File: config.mk
export PLATFORM = sky130hd
export DESIGN_NAME = sub_serial
export DESIGN_NICKNAME = d
export VERILOG_FILES = /design/src/rtl/sub_pkg.sv /design/src/rtl/sub_slice.sv /design/src/rtl/sub_serial.sv
export SDC_FILE = /design/constraint.sdc
export NUM_CORES = 1
export LEC_CHECK = 0
export BUFFER_PORTS_ARGS = -buffer_cell sky130_fd_sc_hd__buf_2
export CORE_MARGIN = 5
export CORE_UTILIZATION = 54
export CTS_CLUSTER_DIAMETER = 120
export DETAILED_ROUTE_END_ITERATION = 7
export PLACE_DENSITY = 0.76
export SYNTH_ARGS = -nofsm -noshare
export SYNTH_HDL_FRONTEND = slang
export SYNTH_SLANG_ARGS = --single-unit
File: constraint.sdc
create_clock -name clk -period 6.14 [get_ports clk]
set_clock_uncertainty 0.1 [all_clocks]
set_input_delay 0.614 -clock clk [delete_from_list [all_inputs] [get_ports clk]]
set_output_delay 0.614 -clock clk [all_outputs]
set_load 0.01 [all_outputs]
File: src/rtl/sub_pkg.sv
// Shared sizing and state encoding for the slice-serial subtractor.
// Build option SUB_SLT_EN (see sub_serial) does not affect this package.
package sub_pkg;
    localparam int DEF_WIDTH = 32;
    localparam int DEF_SLICE = 4;
    localparam int NSLICE    = DEF_WIDTH / DEF_SLICE;
    localparam int CNT_W     = (NSLICE > 1) ? $clog2(NSLICE) : 1;

    typedef enum logic [1:0] {
        IDLE = 2'd0,
        RUN  = 2'd1,
        DONE = 2'd2
    } state_t;
endpackage

File: src/rtl/sub_slice.sv
// Combinational W-bit slice of A + ~B + cin; zero latency, no handshake.
module sub_slice #(
    parameter int W = 4
) (
    input  logic [W-1:0] a,
    input  logic [W-1:0] b,
    input  logic         cin,
    output logic [W-1:0] d,
    output logic         cout
);
    assign {cout, d} = {1'b0, a} + {1'b0, ~b} + {{W{1'b0}}, cin};
endmodule

File: src/rtl/sub_serial.sv
// Slice-serial subtractor S = A - B with Z/V/N flags; done pulses NSLICE cycles after accept.
// Define SUB_SLT_EN to add the registered set-less-than output LT.
module sub_serial
    import sub_pkg::*;
#(
    parameter int WIDTH = DEF_WIDTH,
    parameter int SLICE = DEF_SLICE
) (
    input  logic             clk,
    input  logic             reset,
    input  logic             start,
    input  logic [WIDTH-1:0] A,
    input  logic [WIDTH-1:0] B,
    input  logic             Sign,
    output logic             busy,
    output logic             done,
    output logic [WIDTH-1:0] S,
    output logic             Z,
    output logic             V,
    output logic             N
`ifdef SUB_SLT_EN
    ,
    output logic             LT
`endif
);
    localparam int NS   = WIDTH / SLICE;
    localparam int CW   = (NS > 1) ? $clog2(NS) : 1;
    localparam logic [CW-1:0] LAST = CW'(NS - 1);

    state_t           state_q, state_d;
    logic [CW-1:0]    cnt_q, cnt_d;
    logic [WIDTH-1:0] a_q, a_d, b_q, b_d;
    logic             sign_q, sign_d;
    logic             carry_q, carry_d;
    logic [WIDTH-1:0] work_q, work_d;
    logic             busy_q, busy_d, done_q, done_d;
    logic [WIDTH-1:0] s_q, s_d;
    logic             z_q, z_d, v_q, v_d, n_q, n_d;
    logic [SLICE-1:0] sl_a, sl_b, sl_d;
    logic             sl_cout;
    logic             v_new, s_msb;

    assign sl_a = a_q[cnt_q*SLICE +: SLICE];
    assign sl_b = b_q[cnt_q*SLICE +: SLICE];

    sub_slice #(.W(SLICE)) u_slice (
        .a    (sl_a),
        .b    (sl_b),
        .cin  (carry_q),
        .d    (sl_d),
        .cout (sl_cout)
    );

    always_comb begin
        state_d = state_q;
        cnt_d   = cnt_q;
        a_d     = a_q;
        b_d     = b_q;
        sign_d  = sign_q;
        carry_d = carry_q;
        work_d  = work_q;
        busy_d  = busy_q;
        done_d  = 1'b0;
        s_d     = s_q;
        z_d     = z_q;
        v_d     = v_q;
        n_d     = n_q;
        v_new   = 1'b0;
        s_msb   = 1'b0;
        case (state_q)
            IDLE: begin
                if (start) begin
                    a_d     = A;
                    b_d     = B;
                    sign_d  = Sign;
                    cnt_d   = '0;
                    carry_d = 1'b1;
                    busy_d  = 1'b1;
                    state_d = RUN;
                end
            end
            RUN: begin
                work_d[cnt_q*SLICE +: SLICE] = sl_d;
                carry_d = sl_cout;
                if (cnt_q == LAST) begin
                    // Flags use the fully assembled result including this edge's slice.
                    s_msb   = work_d[WIDTH-1];
                    v_new   = sign_q ? ((a_q[WIDTH-1] != b_q[WIDTH-1]) && (s_msb != a_q[WIDTH-1]))
                                     : ~sl_cout;
                    s_d     = work_d;
                    z_d     = (work_d == '0);
                    v_d     = v_new;
                    n_d     = sign_q & (s_msb ^ v_new);
                    done_d  = 1'b1;
                    busy_d  = 1'b0;
                    state_d = DONE;
                end else begin
                    cnt_d = cnt_q + 1'b1;
                end
            end
            DONE: state_d = IDLE;
            default: state_d = IDLE;
        endcase
    end

    always_ff @(posedge clk or posedge reset) begin
        if (reset) begin
            state_q <= IDLE;
            cnt_q   <= '0;
            a_q     <= '0;
            b_q     <= '0;
            sign_q  <= 1'b0;
            carry_q <= 1'b0;
            work_q  <= '0;
            busy_q  <= 1'b0;
            done_q  <= 1'b0;
            s_q     <= '0;
            z_q     <= 1'b0;
            v_q     <= 1'b0;
            n_q     <= 1'b0;
        end else begin
            state_q <= state_d;
            cnt_q   <= cnt_d;
            a_q     <= a_d;
            b_q     <= b_d;
            sign_q  <= sign_d;
            carry_q <= carry_d;
            work_q  <= work_d;
            busy_q  <= busy_d;
            done_q  <= done_d;
            s_q     <= s_d;
            z_q     <= z_d;
            v_q     <= v_d;
            n_q     <= n_d;
        end
    end

`ifdef SUB_SLT_EN
    logic lt_q, lt_d;
    assign lt_d = done_d ? (sign_q ? n_d : v_d) : lt_q;
    always_ff @(posedge clk or posedge reset) begin
        if (reset) lt_q <= 1'b0;
        else       lt_q <= lt_d;
    end
    assign LT = lt_q;
`endif

    assign busy = busy_q;
    assign done = done_q;
    assign S    = s_q;
    assign Z    = z_q;
    assign V    = v_q;
    assign N    = n_q;
endmodule
==> flow_summary_export.csv, run 1 <==
group,metric,value,unit
run_status,status,"finished clean",
global_route,antenna_found_initial,1,
synthesis,synth_top_area_frac,0.5186,
sta,setup_viol,0,
clock_tree,h-tree-depth,4,
layout,seq_area,0.003505,mm²
sta,finalCritPeriodShare,0.7158,
global_route,grt_pass1_wl,25300,µm
clock_tree,clk_path_buf_depth,2,
sta,hold_viol,0,
clock_tree,clkTransAtPathRegs,0.06,ns
synthesis,ys_warn_count,0,
detailed_routing,vias,4736,
sta,worst_slew_pin_slew,0.9846,ns
synthesis,yosysTopAreaCell,"dfrtp_1",
sta,slew_viol_final,0,
critical_path,cp-start-kind,"flip-flop",
clock_tree,clock_sinks,140,
sta,fin_crit,4.395,ns
placed_design,place_inst,803,
floorplan,dieWidth,121.8,µm
min_path,hold_class,"in2async",
detailed_routing,dr.pass1.iters,4,
global_route,grt_max_degree,80,
floorplan,core-area,0.01216,mm²
power,power_density,640.6,mW/mm²
layout,multi_input_area,0.003082,mm²
synthesis,synth_area_leaders,"dfrtp_1 52%, mux2_2 15%, mux4_2 5.3%",
synthesis,seq_area_frac_synth,0.5186,
clock_tree,holdBufCountCts,0,
clock_tree,cts_resized,0,
power,p_total,5.168,mW
synthesis,ys_types,62,
placed_design,io_buffers,104,
detailed_routing,wl_per_cell,18.14,µm
synthesis,async_flop_share,1.000,
power,p_comb_frac,0.465,
floorplan,dieArea,0.01485,mm²
detailed_routing,wirelength,15150,µm
critical_path,startpoint,"cnt_q[0]",
critical_path,endpoint_kind,"flip-flop",
flow_run,maxCapViolations,0,
power,peakVddDrop,0.3777,mV
layout,fill_cells,934,
synthesis,synth_seq_cells,140,
detailed_routing,via_per_inst,5.672,
power,power_frac_seq,0.314,
placed_design,dp_hpwl,10540,µm
clock_tree,post_cts_buffers,0,
detailed_routing,drt_iter0_drc,230,
critical_path,arrival,4.62,ns
power,power_switching,2.056,mW
critical_path,worst-r2r-cell-count,11,
clock_tree,numCtsBuffers,17,
synthesis,ys.flop_type,"dfrtp_1",
synthesis,synth_edf_count,0,
placed_design,gp_congestion,0.8732,
layout,layout.nets,734,
critical_path,critical_path_class,"reg2reg",
floorplan,die_h,121.8,µm
floorplan,fp-row-count,40,
detailed_routing,route.detailed.drc,0,
power,power_frac_clock,0.222,
sta,slew_headroom,0.3436,
global_route,grt.overflow.total,0,
layout,mostFrequentLayoutCell,"dfrtp_1",
power,p_leak,3.707,nW
critical_path,cp.required,6.37,ns
floorplan,io_pins,105,
floorplan,start_util,0.5555,
synthesis,synthesis.nets,634,
layout,final_cell_mix,"139 x dfrtp_1, 104 x buf_2, 90 x mux2_2, 69 x nand2_1, 42 x o21ai_0",
global_route,grt_pass1_vias,4970,
detailed_routing,ant_nets,0,
clock_tree,cts_tree,"built",
layout,drive_gt1_frac,0.3943,
power,sw_frac_of_total,0.3979,
clock_tree,clockRootBuffer,"clkbuf_16",
synthesis,syn_area,0.006755,mm²
synthesis,avgSynthCellArea,12.19,µm²
sta,fin_setup_tns,0,ns
synthesis,synth_cells,554,
clock_tree,clk_latency,0.43,ns
critical_path,timing.rr.start,"cnt_q[0]",
layout,area_growth,19.43,%
power,power.internal,3.112,mW
sta,fmax,0.2275,GHz
critical_path,critical_path.max_fanout,35,
sta,rsz0062_at_grt,"no",
layout,n_antenna_cell,0,
global_route,grt_usage,0.2186,
layout,instances_no_fill,835,
[synth_stat cells, types with 2 or more instances]
library cell and count:
nand2_1 69, o211ai_1 2, nand2b_1 5, a21o_1 2, a31oi_1 2, nand3b_1 2, buf_4 2, inv_1 10
fa_1 2, or3_1 2, mux2_2 90, buf_2 5, nand3_1 3, nor3_1 16, nor2b_1 2, ha_1 10
nor2_1 26, clkbuf_1 19, nand4b_1 2, xnor2_1 2, o31ai_1 3, a21oi_1 9, mux2i_1 28, mux4_2 16
o21bai_1 2, xor2_1 2, o21ai_0 42, dfrtp_1 140, a211oi_1 3, or2_2 2, nor3b_1 2, buf_1 2
[cell families (layout without fill, tap and decap cells)]
family	after synthesis	in the layout	share of synthesized area
muxes	134	134	0.2449
AOI/OAI and AO/OA	81	81	0.08075
DFF	140	140	0.5186
buffers and inverters	41	154	0.02593
adders and majority gates	12	12	0.02445
and+or+nand+nor	142	142	0.1002
xor gates and xnor gates	4	4	0.005187
[path summary, 6_finish.rpt]
kind                       slack [ns]        to
max                              1.74         Z
min                              0.20   a_q[17]
max reg2reg                      1.74         Z
min reg2reg                      0.37     S[21]
max in group asynchronous        4.47  cnt_q[0]
min in group clk                 0.31    b_q[3]
[metrics by stage]
| stage | util | setup slack (ns) | hold slack (ns) | instance area, µm² |
|---|---|---|---|---|
| 3_3_place_gp | 0.6095 | 1.965 | 0.3575 | 7412 |
| 2_1_floorplan | - | 1.673 | 0.3478 | 6755 |
| 6_report | 0.6634 | 1.745 | 0.2020 | 8068 |
| 3_5_place_dp | 0.6095 | 1.802 | 0.3642 | 7412 |
| 4_1_cts | 0.6634 | 1.745 | 0.2318 | 8068 |
| 5_1_grt | 0.6634 | 1.409 | 0.2706 | 8068 |
[routing by layer]
metal,vias up,GRT usage,wire length [µm]
li1,2191,-,-
met1,2351,0.2795,6447
met2,160,0.3570,7433
met3,32,0.06871,974
met4,2,0.07003,280
met5,-,0,13
[flip-flops by register name (all words and copies together) (netlist names)]
signal	flops
N	1
S	32
V	1
Z	1
a_q	32
b_q	32
busy	1
carry_q	1
cnt_q	3
done	1
sign_q	1
state_q	2
work_q	32
[critical path, cell delays in order, from the launching register on]
cell,delay [ns]
dfrtp_2,1.01
mux4_2,0.60
mux2i_1,0.20
fa_1,0.22
inv_1,0.05
fa_1,0.43
xnor2_1,0.60
nor3_1,0.22
mux2i_1,0.25
and4_1,0.22
nand4_1,0.10
o31ai_1,0.26
[power by group through the flow]
stage / clock, mW / combinational (mW) / sequential (mW)
floorplan: 0 / 1.78 / 1.54
global placement: 0 / 2.29 / 1.61
detailed placement: 0 / 2.37 / 1.63
CTS: 1.16 / 2.39 / 1.63
global route: 1.20 / 2.62 / 1.68
finish: 1.14 / 2.40 / 1.62
[final cells by class]
| type | count | share of cell area |
|---|---|---|
| Clock inverter | 13 | 0.02761 |
| Timing Repair Buffer | 110 | 0.07010 |
| Clock buffer | 19 | 0.05366 |
| Sequential cell | 140 | 0.4344 |
| Tap cell | 168 | 0.02605 |
| Multi-Input combinational cell | 373 | 0.3820 |
| Inverter | 12 | 0.006203 |
Note: power is estimated with default switching activity, not from simulation.
==> inputs of run 2 (changes only) <==
- CORE_UTILIZATION: 54 -> 51
- clock period: 6.14 -> 3.9 ns (I/O delays scaled with it)
==> run 2 against run 1 <==
Compared with the run above: critical path type unchanged; final area grew 1.4%; sequential cell count is the same; sequential power increased by 55%; hold slack got worse by 0.11 ns; largest power group unchanged; first-iteration DRC count is 34% higher; die area grew 5.4%; critical path depth unchanged; clock-buffer cell count is 1 lower.
==> flow_summary_export.csv, run 2 (synthesis gave the netlist of run 1 again) <==
group,metric,value,unit
run_status,status,"finished clean",
global_route,grt_pass1_vias,5156,
min_path,hold_class,"in2reg",
clock_tree,clk_path_buf_depth,2,
critical_path,cp-start-kind,"flip-flop",
clock_tree,clkTransAtPathRegs,0.06,ns
layout,layout.nets,745,
placed_design,dp_hpwl,11440,µm
power,sw_frac_of_total,0.3955,
global_route,grt_max_degree,68,
critical_path,critical_path_class,"reg2reg",
clock_tree,clk_latency,0.42,ns
sta,hold_viol,0,
layout,finalInstanceArea,0.008178,mm²
detailed_routing,wl_per_cell,18.30,µm
floorplan,dieWidth,125.1,µm
sta,worst_slew_pin_slew,0.8394,ns
sta,slew_headroom,0.4404,
power,peakVddDrop,0.5022,mV
floorplan,dieArea,0.01565,mm²
power,power_switching,3.306,mW
sta,fmax,0.2732,GHz
floorplan,fp-row-count,42,
clock_tree,cts_tree,"built",
sta,finalCritPeriodShare,0.9384,
clock_tree,numCtsBuffers,17,
layout,final_cell_mix,"139 x dfrtp_1, 104 x buf_2, 90 x mux2_2, 69 x nand2_1, 42 x o21ai_0",
layout,drive_gt1_frac,0.4041,
sta,slew_viol_final,0,
detailed_routing,route.detailed.drc,0,
critical_path,arrival,3.88,ns
detailed_routing,dr.pass1.iters,4,
clock_tree,clockRootBuffer,"clkbuf_16",
global_route,antenna_found_initial,0,
detailed_routing,wirelength,15630,µm
sta,rsz0062_at_grt,"no",
global_route,grt.overflow.total,0,
clock_tree,clock_sinks,140,
sta,setup_viol,0,
layout,mostFrequentLayoutCell,"dfrtp_1",
floorplan,die_h,125.1,µm
clock_tree,post_cts_buffers,0,
layout,final_util,0.6225,
detailed_routing,via_per_inst,5.495,
sta,fin_setup_tns,0,ns
placed_design,io_buffers,104,
layout,n_antenna_cell,0,
critical_path,critical-path-max-stage-delay,0.58,ns
critical_path,cp_slowest_cell,"dfrtp_4",
critical_path,endpoint_kind,"flip-flop",
detailed_routing,drt_iter0_drc,309,
floorplan,start_util,0.5142,
placed_design,post-place-ws,0.1820,ns
detailed_routing,ant_nets,0,
critical_path,path_cells,"mux4_2 -> nand2_1 -> nand2_1 -> fa_1 -> inv_1 -> fa_1 -> nand2b_1 -> a2111o_1 -> a221oi_2 -> nand4_1 -> o31ai_1",
critical_path,critical_path.max_fanout,12,
sta,fin_ws,0.2402,ns
critical_path,reg2reg_slack,0.24,ns
sta,fin_crit,3.660,ns
floorplan,core-area,0.01314,mm²
power,power_frac_clock,0.218,
power,power.internal,5.053,mW
power,p_comb_frac,0.482,
power,power_density,1022,mW/mm²
placed_design,gp_congestion,0.9411,
detailed_routing,vias,4693,
power,p_leak,3.764,nW
clock_tree,h-tree-depth,4,
critical_path,cp.required,4.12,ns
global_route,grt_usage,0.2122,
placed_design,placed_area,0.007496,mm²
layout,area_growth,21.06,%
flow_run,maxCapViolations,0,
floorplan,io_pins,105,
global_route,grt_pass1_wl,26390,µm
power,power_frac_seq,0.300,
## run 2: changes by cell type in the layout (fill, tap and decap cells not counted)
cell / change
buf_4: +10
clkinv_2: -2
clkinv_4: +2
clkbuf_1: -1
dfrtp_2: -1
dfrtp_4: +1
dlygate4sd3_1: +1
inv_6: +1
## run 2: power groups by stage
stage	Sequential, mW	Clock, mW	Combinational [mW]
floorplan	2.43	0	2.81
global placement	2.48	0	3.86
detailed placement	2.53	0	4.00
CTS	2.52	1.85	4.04
global route	2.59	1.92	4.43
finish	2.51	1.82	4.03
## run 2: area by class of cell
type	instances	area, µm²
fill	1066	4960
sequential	140	3507
multi-input combinational	373	3082
timing repair buffer	121	650.6
clock buffer	18	429.2
clock inverter	14	240.2
tap	176	220.2
inverter	12	48.80
## run 2: metrics by stage
step / hold WS (ns) / power, mW / instances
after detailed placement: 0.3172 / 6.535 / 821
after CTS: 0.08449 / 8.399 / 854
after floorplan: 0.3478 / 5.239 / 554
final: 0.09532 / 8.359 / 854
after global placement: 0.2955 / 6.346 / 821
after global routing: 0.07599 / 8.944 / 854
## run 2: per-layer routing
metal  track usage  wire, µm  up-vias  part of all wire
met1        0.2664      6616     2330              0.42
met2        0.3543      7907      127              0.51
met3       0.06439       792       22             0.051
met5             0         0        -                 0
met4       0.06888       315        0             0.020
li1              -         -     2214                 -
## run 2: final timing paths
| check | cells after the start | from | end |
|---|---|---|---|
| worst max-delay path | 11 | cnt_q[0] | Z |
| min in group asynchronous | 3 | reset | a_q[29] |
| max in group asynchronous | 4 | reset | S[8] |
| worst max register to register | 11 | cnt_q[0] | Z |
| worst min register to register | 1 | busy | busy |
| worst min-delay path | 2 | A[14] | a_q[14] |
## run 2: timing repair
item / CTS / global route
endpoints found under the hold margin: 16 / 0
resized for setup: 0 / 1
hold buffers: 1 / 0
setup endpoints to repair: 0 / 1
## run 2: worst max-delay path, delay by kind of cell (launching register included)
family	cells	cell delay, ns
and+or+nand+nor	4	0.48
adders and majority gates	2	0.80
buffers and inverters	1	0.09
DFF	1	0.58
muxes	1	0.53
AOI/OAI and AO/OA	3	0.97
==> inputs of run 3 (changes only) <==
- SYNTH_HIERARCHICAL: default -> 1
==> run 3 against run 2 <==
Compared with the run above: power fell by 4.0%; clock power decreased by 10%; sequential cell count is the same; final cell count up 0.59%; first-iteration DRC count fell by 17%; sequential power down 3%; sequential share of layout area fell by 0.12 points; via count unchanged; non-clock buffer count grew 7; global-route usage shrank 1.5 points; die area fell by 0.26%; critical path type unchanged.
==> flow_summary_export.csv, run 3 <==
group,metric,value,unit
global_route,grt.overflow.total,0,
critical_path,arrival,3.99,ns
layout,final_cell_mix,"139 x dfrtp_1, 104 x buf_2, 95 x mux2_2, 72 x nand2_1, 44 x o21ai_0",
synthesis,avgSynthCellArea,12.27,µm²
synthesis,synth_compound_area_frac,0.06575,
detailed_routing,dr.pass1.iters,5,
global_route,grt_pass1_vias,4991,
clock_tree,h-tree-depth,4,
detailed_routing,wirelength,14900,µm
synthesis,syn_area,0.006736,mm²
synthesis,ys.flop_type,"dfrtp_1",
placed_design,io_buffers,104,
synthesis,synth_area_leaders,"dfrtp_1 52%, mux2_2 16%, mux4_2 5.3%",
placed_design,dp_hpwl,10750,µm
placed_design,gp_congestion,0.9654,
synthesis,async_flop_share,1.000,
clock_tree,clockRootBuffer,"clkbuf_16",
run_status,status,"finished clean",
synthesis,synth_top_area_frac,0.5201,
global_route,grt_max_degree,71,
detailed_routing,via_per_inst,5.463,
synthesis,synthAdderAreaFrac,0.02786,
global_route,grt_usage,0.1969,
sta,setup_viol,0,
clock_tree,clkTransAtPathRegs,0.06,ns
critical_path,path_cells,"buf_6 -> mux4_2 -> nand2_1 -> nand2_1 -> fa_1 -> inv_1 -> fa_2 -> nor3_2 -> or4b_4 -> a2111oi_4 -> nand4_1 -> o31ai_2",
min_path,hold_class,"in2reg",
flow_run,maxCapViolations,0,
sta,worst_slew_pin_slew,1.046,ns
critical_path,endpoint_kind,"flip-flop",
critical_path,critical-path-max-stage-delay,0.50,ns
critical_path,critical_path_class,"reg2reg",
sta,fin_crit,3.762,ns
detailed_routing,drt_iter0_drc,258,
clock_tree,cts_tree,"built",
synthesis,synthesis.nets,630,
critical_path,cp.required,4.13,ns
synthesis,synthSimpleGateAreaFrac,0.09528,
sta,fin_ws,0.1383,ns
global_route,grt_pass1_wl,24900,µm
placed_design,post-place-ws,0.09720,ns
layout,area_growth,21.64,%
synthesis,yosysTopAreaCell,"dfrtp_1",
floorplan,dieWidth,124.9,µm
layout,mostFrequentLayoutCell,"dfrtp_1",
power,peakVddDrop,0.6550,mV
detailed_routing,ant_nets,0,
floorplan,core-area,0.01309,mm²
sta,hold_viol,0,
detailed_routing,vias,4693,
critical_path,critical_path.max_fanout,8,
sta,slew_headroom,0.2915,
power,p_leak,3.992,nW
floorplan,die_h,124.9,µm
global_route,antenna_found_initial,0,
critical_path,reg2reg_slack,0.14,ns
synthesis,synth-xor-area-share,0.002600,
sta,fmax,0.2658,GHz
sta,finalCritPeriodShare,0.9645,
sta,slew_viol_final,0,
synthesis,synth_mux_area_frac,0.2628,
floorplan,start_util,0.5148,
placed_design,placed_area,0.007505,mm²
synthesis,synth_cells,549,
critical_path,crit_family,"simple AND/OR/NAND/NOR gates",
critical_path,cp_slowest_cell,"or4b_4",
critical_path,cp-start-kind,"flip-flop",
critical_path,path_buf_inv,2,
clock_tree,clk_path_buf_depth,2,
synthesis,synth_seq_cells,140,
synthesis,synth_top_family_by_area,"multiplexers",
floorplan,dieArea,0.01561,mm²
synthesis,synth_top_cells_by_count,"140 x dfrtp_1, 95 x mux2_2, 73 x nand2_1",
power,power_density,979.8,mW/mm²
layout,drive_gt1_frac,0.4164,
critical_path,crit_top_cell,"nand2_1",
synthesis,synth_most_common_cell,"dfrtp_1",
layout,finalInstanceArea,0.008194,mm²
synthesis,seq_area_frac_synth,0.5201,
synthesis,ys_warn_count,6,
synthesis,ys_types,49,
detailed_routing,wl_per_cell,17.35,µm
synthesis,synth_edf_count,0,
floorplan,io_pins,105,
clock_tree,numCtsBuffers,17,
detailed_routing,route.detailed.drc,0,
layout,layout.nets,750,
clock_tree,clock_sinks,140,
clock_tree,clk_latency,0.42,ns
floorplan,fp-row-count,42,
==> run 3: logic make-up after synthesis <==
group | after synthesis
XOR/XNOR | 2
multiplexers | 145
AND/OR/NAND/NOR | 135
AO/OA/AOI/OAI | 70
buffers and inverters | 43
adder cells (fa/ha/maj) | 14
flip-flops | 140
==> run 3: cell type report <==
cell class              instances  area (µm²)
inverters                      16       63.81
diodes                          1       2.502
multi-input cells             366        3088
clock buffers                  17       425.4
repair buffers                128       714.4
well taps                     176       220.2
fillers                      1029        4891
clock inverters                15       175.2
flip-flops and latches        140        3505
==> run 3: tightest hold or removal path: cells and delay by family <==
family | cells | cell delay (ns)
buffers and inverters | 1 | 0.08
and+or+nand+nor | 1 | 0.04
AOI/OAI and AO/OA | 1 | 0.06
==> run 3: layer usage <==
metal | part of all wire | track usage | up-vias
met5 | 0 | 0 | -
met4 | 0.018 | 0.06696 | 0
met3 | 0.058 | 0.05885 | 26
met2 | 0.49 | 0.3219 | 150
met1 | 0.43 | 0.2530 | 2312
li1 | - | - | 2205
==> run 3: path summary, 6_finish.rpt <==
| kind | from | end | cells after the start |
|---|---|---|---|
| min in group asynchronous | reset | a_q[20] | 3 |
| max reg2reg | cnt_q[0] | Z | 12 |
| max | cnt_q[0] | Z | 12 |
| max in group asynchronous | reset | S[27] | 4 |
| min | Sign | sign_q | 3 |
| min reg2reg | busy | busy | 1 |
==> run 3: stage by stage <==
stage,hold slack (ns),utilization,instances,setup TNS (ns),total power [mW]
6_report,0.07990,0.6262,859,0,8.028
4_1_cts,0.06906,0.6202,852,0,7.867
3_3_place_gp,0.2969,0.5735,819,0,6.035
2_1_floorplan,0.3644,-,549,0,5.039
3_5_place_dp,0.3052,0.5735,819,0,6.213
5_1_grt,0.08659,0.6260,858,-0.01076,8.561
==> run 3: repair_timing <==
item,4_1_cts,5_1_grt
setup endpoints to repair,0,2
endpoints found under the hold margin,16,0
buffers inserted,0,6
hold buffers,1,0
gates resized for setup,0,6
==> run 3: power by group <==
| part | leakage (nW) | total (mW) | switching (mW) | internal, mW |
|---|---|---|---|---|
| clock | 0.273 | 1.63 | 0.627 | 1.00 |
| sequential | 1.78 | 2.44 | 0.378 | 2.06 |
| combinational | 1.94 | 3.96 | 2.10 | 1.87 |
| total | 3.99 | 8.03 | 3.10 | 4.92 |
